**src/rtl/mac_inverse_div_if.sv**
```systemverilog
// mac_inverse_div_if: operand/result handshake bundle for mac_inverse_div.
// INV_SELFCHECK_EN adds the chk_ok result flag.
interface mac_inverse_div_if #(parameter int W = 6);
  logic in_valid, in_ready, out_valid, out_ready, err;
  logic [W-1:0] y, c, q, r;
`ifdef INV_SELFCHECK_EN
  logic chk_ok;
  modport slave (input in_valid, y, c, out_ready, output in_ready, out_valid, q, r, err, chk_ok);
  modport master (output in_valid, y, c, out_ready, input in_ready, out_valid, q, r, err, chk_ok);
`else
  modport slave (input in_valid, y, c, out_ready, output in_ready, out_valid, q, r, err);
  modport master (output in_valid, y, c, out_ready, input in_ready, out_valid, q, r, err);
`endif
endinterface

```
**src/rtl/mac_inverse_div.sv**
```systemverilog
// mac_inverse_div: recovers q=(y-c)/c, r=(y-c)%c with a sequential restoring divider.
// INV_SELFCHECK_EN adds chk_ok, a registered (q*c + r + c == y) check.
module mac_inverse_div #(parameter int W = 6) (
  input logic clk,
  input logic rst,
  mac_inverse_div_if.slave bus
);
  localparam int CW = W > 1 ? $clog2(W) : 1;
  localparam int PW = 2 * W + 1;
  typedef enum logic [1:0] {IDLE, SUB, DIV, DONE} state_t;
  state_t state_q, state_d;
  logic [W-1:0] y_q, y_d, c_q, c_d, div_q, div_d, qo_q, qo_d, ro_q, ro_d;
  logic [W:0] rem_q, rem_d, diff;
  logic [W+1:0] trial;
  logic [CW-1:0] cnt_q, cnt_d;
  logic err_q, err_d, ge;
`ifdef INV_SELFCHECK_EN
  logic chk_q, chk_d;
`endif
  always_comb begin
    state_d = state_q;
    y_d = y_q;
    c_d = c_q;
    div_d = div_q;
    rem_d = rem_q;
    cnt_d = cnt_q;
    qo_d = qo_q;
    ro_d = ro_q;
    err_d = err_q;
`ifdef INV_SELFCHECK_EN
    chk_d = chk_q;
`endif
    diff = {1'b0, y_q} - {1'b0, c_q};
    trial = {rem_q, div_q[W-1]};
    ge = trial >= {2'b0, c_q};
    case (state_q)
      IDLE: if (bus.in_valid) begin
        y_d = bus.y;
        c_d = bus.c;
        state_d = SUB;
      end
      SUB: if (c_q == '0 || diff[W]) begin
        err_d = 1'b1;
        qo_d = '1;
        ro_d = '0;
`ifdef INV_SELFCHECK_EN
        chk_d = 1'b0;
`endif
        state_d = DONE;
      end else begin
        div_d = diff[W-1:0];
        rem_d = '0;
        cnt_d = CW'(W - 1);
        state_d = DIV;
      end
      DIV: begin
        rem_d = (W+1)'(ge ? trial - {2'b0, c_q} : trial);
        div_d = {div_q[W-2:0], ge};
        cnt_d = cnt_q - 1'b1;
        if (cnt_q == '0) begin
          qo_d = div_d;
          ro_d = rem_d[W-1:0];
          err_d = 1'b0;
`ifdef INV_SELFCHECK_EN
          chk_d = (PW'(qo_d) * PW'(c_q) + PW'(ro_d) + PW'(c_q)) == PW'(y_q);
`endif
          state_d = DONE;
        end
      end
      DONE: if (bus.out_ready) state_d = IDLE;
      default: state_d = IDLE;
    endcase
  end
  always_ff @(posedge clk or negedge rst) begin
    if (!rst) begin
      state_q <= IDLE;
      y_q <= '0;
      c_q <= '0;
      div_q <= '0;
      rem_q <= '0;
      cnt_q <= '0;
      qo_q <= '0;
      ro_q <= '0;
      err_q <= 1'b0;
`ifdef INV_SELFCHECK_EN
      chk_q <= 1'b0;
`endif
    end else begin
      state_q <= state_d;
      y_q <= y_d;
      c_q <= c_d;
      div_q <= div_d;
      rem_q <= rem_d;
      cnt_q <= cnt_d;
      qo_q <= qo_d;
      ro_q <= ro_d;
      err_q <= err_d;
`ifdef INV_SELFCHECK_EN
      chk_q <= chk_d;
`endif
    end
  end
  assign bus.in_ready = state_q == IDLE;
  assign bus.out_valid = state_q == DONE;
  assign bus.q = qo_q;
  assign bus.r = ro_q;
  assign bus.err = err_q;
`ifdef INV_SELFCHECK_EN
  assign bus.chk_ok = chk_q;
`endif
endmodule

```
**src/flat_wrapper.sv**
```systemverilog
// flat-port wrapper written by rule: the top's interface ports become plain ports
module mac_inverse_div_flat 
#(parameter int W = 6)
  (clk, rst, bus_in_valid, bus_y, bus_c, bus_out_ready, bus_in_ready, bus_out_valid, bus_q, bus_r, bus_err);
  mac_inverse_div_if #(.W(W)) bus_i ();
  input logic clk;
  input logic rst;
  input wire logic [$bits(bus_i.in_valid)-1:0] bus_in_valid;
  input wire logic [$bits(bus_i.y)-1:0] bus_y;
  input wire logic [$bits(bus_i.c)-1:0] bus_c;
  input wire logic [$bits(bus_i.out_ready)-1:0] bus_out_ready;
  output wire logic [$bits(bus_i.in_ready)-1:0] bus_in_ready;
  output wire logic [$bits(bus_i.out_valid)-1:0] bus_out_valid;
  output wire logic [$bits(bus_i.q)-1:0] bus_q;
  output wire logic [$bits(bus_i.r)-1:0] bus_r;
  output wire logic [$bits(bus_i.err)-1:0] bus_err;
  assign bus_i.in_valid = bus_in_valid;
  assign bus_i.y = bus_y;
  assign bus_i.c = bus_c;
  assign bus_i.out_ready = bus_out_ready;
  assign bus_in_ready = bus_i.in_ready;
  assign bus_out_valid = bus_i.out_valid;
  assign bus_q = bus_i.q;
  assign bus_r = bus_i.r;
  assign bus_err = bus_i.err;
  mac_inverse_div #(.W(W)) u_core (.clk(clk), .rst(rst), .bus(bus_i));
endmodule
```
**config.mk**
```make
export PLATFORM = sky130hd
export DESIGN_NAME = mac_inverse_div_flat
export DESIGN_NICKNAME = d
export VERILOG_FILES = /design/src/rtl/mac_inverse_div_if.sv /design/src/rtl/mac_inverse_div.sv /design/src/flat_wrapper.sv
export SDC_FILE = /design/constraint.sdc
export NUM_CORES = 1
export LEC_CHECK = 0
export ABC_AREA = 1
export CORE_MARGIN = 4
export CORE_UTILIZATION = 46
export DETAILED_ROUTE_END_ITERATION = 12
export DONT_BUFFER_PORTS = 1
export PLACE_DENSITY = 0.59
export SYNTH_ARGS = -nofsm -noshare
export SYNTH_HDL_FRONTEND = slang
export SYNTH_SLANG_ARGS = --single-unit
```
**constraint.sdc**
```tcl
create_clock -name clk -period 2.6 [get_ports clk]
set_input_delay 0.26 -clock clk [delete_from_list [all_inputs] [get_ports clk]]
set_output_delay 0.26 -clock clk [all_outputs]
set_load 0.01 [all_outputs]
```
* Yosys cells after proc, flatten, opt, wreduce, memory -nomap -nowiden
Index checks and enable logic that the tools add are counted.
** Storage, ports and cells
- Bits in registers :: 43
- Bits in writable memories :: 0
- Memory bits (read-only) :: 0
- Logic and storage cells :: 51
- Output and inout port bits :: 15
- Latch bits :: 0
- Memories kept :: 0
- Input port bits :: 16
** Cells by class
- Bitwise operators :: 0
- Shifts and indexed selects :: 0
- Divide/modulo/power cells :: 0
- Multiplexer cells :: 21
- Add/sub/neg operators :: 3
- Magnitude comparators :: 1
- Equality and inequality tests :: 8
- Reductions and logical operators :: 9
- Multipliers :: 0
** Operators with widths (number)
- $pmux 6 s2 :: 3
- $mux 6 :: 5
- $mux 7 :: 2
- $pmux 7 s2 :: 1
- $ge 8x6->1 :: 1
- $pmux 2 s4 :: 1
- $sub 6x6->7 :: 1
- $sub 7x6->7 :: 1
- $logic_not 6->1 :: 1
- $mux 2 :: 3
- $ne 2x2->1 const B :: 3
- $pmux 3 s2 :: 1
- $reduce_and 3->1 :: 2
- $eq 2x2->1 const B :: 2
- $ne 2x1->1 const B :: 2
- $reduce_and 2->1 :: 2
- $logic_not 3->1 :: 1
- $mux 1 :: 3
- $mux 3 :: 1
- $sub 3x1->3 const B :: 1
- $eq 2x1->1 const B :: 1
- $logic_not 2->1 :: 1
- $pmux 1 s2 :: 1
- $reduce_bool 2->1 :: 1
- $logic_or 1x1->1 :: 1

* Longest topological paths before layout
- Word-level depth :: 4
- Gate-level depth with buffers :: 13
- Gate-level depth less buffers :: 13

* Least setup slack after synthesis
OpenSTA, ideal clock, no wires.
- Path type :: flip-flop to flip-flop
- Start point :: reg u_core.c_q[0]
- End point :: reg u_core.div_q[0]
- Clock period less this slack :: 1774 ps
- Library setup time :: 123 ps
- Buffers on the path :: 1
- Cell stages (with the launch flop) :: 12
- Required time :: 2477 ps
- Arrival time :: 1651 ps
- Setup slack :: 826 ps
- Cells stage by stage :: dfrtp_1 > ha_1 > fa_1 > inv_1 > nand2_1 > nand3_2 > nand3_4 > nand2_4 > inv_2 > buf_6 > nand2_1 > nand2_1
** Between the ends
- Longest elaborated chain between the ends :: 4
- Elaborated cells between the ends (all ways) :: 8
- Those cells by class :: add/sub: 1; order compare: 1; eq/ne: 1; mux: 2; reduce/logical: 3
** Ends and longest elaborated chain
- from (decl) :: RTL line mac_inverse_div.sv:12 : logic [W-1:0] y_q, y_d, c_q, c_d, div_q, div_d, qo_q, qo_d, ro_q, ro_d;
- from (signal assigned) :: RTL line mac_inverse_div.sv:78 : c_q <= '0;
- from (signal assigned) :: RTL line mac_inverse_div.sv:91 : c_q <= c_d;
- $sub 6x6->7 or $logic_not 6->1 (tied branches) :: RTL line mac_inverse_div.sv:33, mac_inverse_div.sv:42
- $logic_or 1x1->1 :: RTL line mac_inverse_div.sv:42 : SUB: if (c_q == '0 || diff[W]) begin
- $ne 2x2->1 (no line)
- $reduce_and 2->1 (no line)
- to (signal assigned) :: RTL line mac_inverse_div.sv:92 : div_q <= div_d;
- to (decl) :: RTL line mac_inverse_div.sv:12
Parallel ways exist; a longest one is shown, timed or not. The select of a mux whose other input is x is not followed.
A chain may end at the register's enable or synchronous reset.

* Worst setup path after layout
- Start point :: reg u_core.c_q[0]
- End point :: reg u_core.div_q[2]
The elaborated chain is that of the path after synthesis.

==> run metrics <==
outcome=complete, no violations; Vias=1930; Die Y=81.98 µm; main flop type after synthesis=dfrtp_1; pre-CTS WS=0.6266 ns; ANT cells=0; htree depth=2; Die Area=6720 µm²; share of the synthesized area in the top cell type=42.74%; Final Cycle Share=75.79%; Root Buffer=clkbuf_8; Final nets=362; vias in the first global route=1859; Hold Crit Class=primary input to register; Logic pwr share=55.2%; CTS tree=yes; EDFF count, synth=0; Worst Tran Pin Value=0.6181 ns; clk buf depth=2; Clock Power Share=12.3%; worst hold slack=0.1043 ns; final hold violation count=0; Net Sw Power=1.632 mW; DR WL/cell=12.54 µm; Setup Fix Bufs, Post-CTS=0; power share of the sequential group=32.5%; grt total ovfl=0; Final setup viols=0; top-count cell post-synth=nand2_1; RSZ-0062 raised after global routing=false; Initial Util=48.37%; Max Cap Viol=0; Synth area leader=dfrtp_1; Pleak=1.489 nW; final cell count without fillers=397; Synth area leaders=dfrtp_1 43%, nand2_1 17%, ha_1 8.9%; startpoint class of the critical path=register; #FFs+latches synth=43; total number of yosys warnings=0; Sw Share=46.81%; Mapped Cells=321; share of layout cells above drive strength 1=7.339%; ANT nets after route=0; first-pass GRT wire length=8838 µm; Power, Total=3.486 mW; register area share after synthesis=42.74%; wirelength, routed=4979 µm; Die X=81.98 µm; core box area=5205 µm²; DRT iter0 DRCs=122; initial antenna violation count=0; syn_nets=357; IO buf count=0; PnR worst setup slack=0.6294 ns; placed insts=387; Initial DRT Pass Iterations=4; GRT Overall Usage=17.49%; Max IR drop VDD=620.2 µV; r2r setup slk=0.63 ns; I/O pins=31; Synth Cell Area=2517 µm²; Final Util=51.95%; required time of the critical path=2.78 ns; insertion delay to the later sink of the worst-skew pair=0.30 ns; Pint=1.854 mW; crit path max fanout=17; final slew viol count=0; Detailed Place HPWL=3812 µm; Cell Pwr Density=1289 nW/µm²; setup TNS=0 ns; WS Path Type=register to register; GP Congestion=0.8317; Post-synth top cells=117 x nand2_1, 43 x dfrtp_1, 40 x inv_1; fraction of registers with async set/reset=100.0%; # DRC=0; Syn Area/Cell=7.842 µm²; crit path capture type=register; largest net degree at the start of global routing=44; DP Area=2581 µm²; Fmax=507.5 MHz; min Tclk post-route=1.971 ns; Rel. slew slack=58.69%; total CTS buffers=5; finished layout cell area=2704 µm²; Arrival @ worst endpoint=2.15 ns; num rows=26; Worst-path clk slew=0.09 ns; Distinct cells, synth=29; clock skew=0.007248 ns; Sinks on Clock Net=43; Area Growth Syn to Fin=7.405%; Vias per Instance=4.861
[worst max-delay path: stages, from the launching register on]
cell	delay, ns
dfrtp_1	0.42
ha_1	0.24
fa_1	0.42
inv_1	0.07
nand2_1	0.06
nand3_2	0.08
nand3_4	0.08
nand2_4	0.17
inv_2	0.15
nand2_1	0.08
o21ai_0	0.08
[layout make-up]
class                           instances  area [µm²]
Fill cell                             508        2501
Timing Repair Buffer                    5       60.06
Clock buffer                            6       72.57
Clock inverter                          2       12.51
Multi-Input combinational cell        230        1241
Tap cell                               70       87.58
Inverter                               41       153.9
Sequential cell                        43        1076
[cell families after synthesis]
| family | after synthesis | synth area share (%) |
|---|---|---|
| and+or+nand+nor | 169 | 28.53 |
| muxes | 5 | 2.236 |
| AOI/OAI and AO/OA | 32 | 6.610 |
| DFF | 43 | 42.74 |
| xor gates and xnor gates | 4 | 1.392 |
| buffers and inverters | 48 | 7.952 |
| adders and majority gates | 20 | 10.54 |
[worst paths after layout]
check	from	endpoint	cells after the start
worst min register to register	u_core.div_q[5]	u_core.div_q[5]	2
min in group asynchronous	rst	u_core.rem_q[6]	2
worst max register to register	u_core.c_q[0]	u_core.div_q[2]	10
worst min-delay path	bus_c[0]	u_core.c_q[0]	1
worst max-delay path	u_core.c_q[0]	u_core.div_q[2]	10
max in group asynchronous	rst	u_core.state_q[0]	2
[layer usage]
metal  up-vias  track usage (%)  routed length, µm
met4         0            5.482                 60
met1       866            25.26               2559
met3         5            4.934                272
met2        37            25.12               2087
met5         -                0                  0
li1       1022                -                  -
[power groups by stage]
stage | Clock (mW) | Combinational (mW) | Sequential [mW]
final | 0.429 | 1.92 | 1.13
after global routing | 0.482 | 2.28 | 1.17
after CTS | 0.446 | 1.96 | 1.14
after detailed placement | 0 | 1.93 | 1.15
after global placement | 0 | 1.91 | 1.15
after floorplan | 0 | 1.62 | 1.10
[layout by cell type (no fill, tap or decap)]
cell	synthesis	final
nand2_1	117	117
dfrtp_1	43	43
inv_1	40	40
nor2_1	24	24
ha_1	18	18
nand3_1	15	15
a21oi_1	14	14
o21ai_0	13	13
nand4_1	5	5
mux2_2	5	5
clkbuf_8	0	5
xnor2_1	3	3
buf_4	3	3
or2_2	2	2
o22ai_1	2	2
fa_1	2	2
nand3_2	1	1
nand3_4	1	1
nand3b_2	1	1
nand2_4	1	1
nand3b_1	1	1
inv_2	1	1
nand4_2	1	1
xor2_1	1	1
o21ai_1	1	1
a31oi_1	1	1
o21bai_1	1	1
clkinv_2	0	1
clkinvlp_4	0	1
clkbuf_1	2	1
buf_16	0	1
dlygate4sd3_1	0	1
[timing repair]
| action | in CTS | in global routing |
|---|---|---|
| setup endpoints to repair | 0 | 0 |
| hold endpoints to repair | 43 | 0 |
| hold buffers | 2 | 0 |
| resized for setup | 0 | 0 |
[sequential cells by signal (all words and copies together) (netlist names)]
register / count
u_core.rem_q: 7
u_core.bus.q: 6
u_core.bus.r: 6
u_core.c_q: 6
u_core.div_q: 6
u_core.y_q: 6
u_core.cnt_q: 3
u_core.state_q: 2
u_core.bus.err: 1
Note: power is estimated with default switching activity, not from simulation.
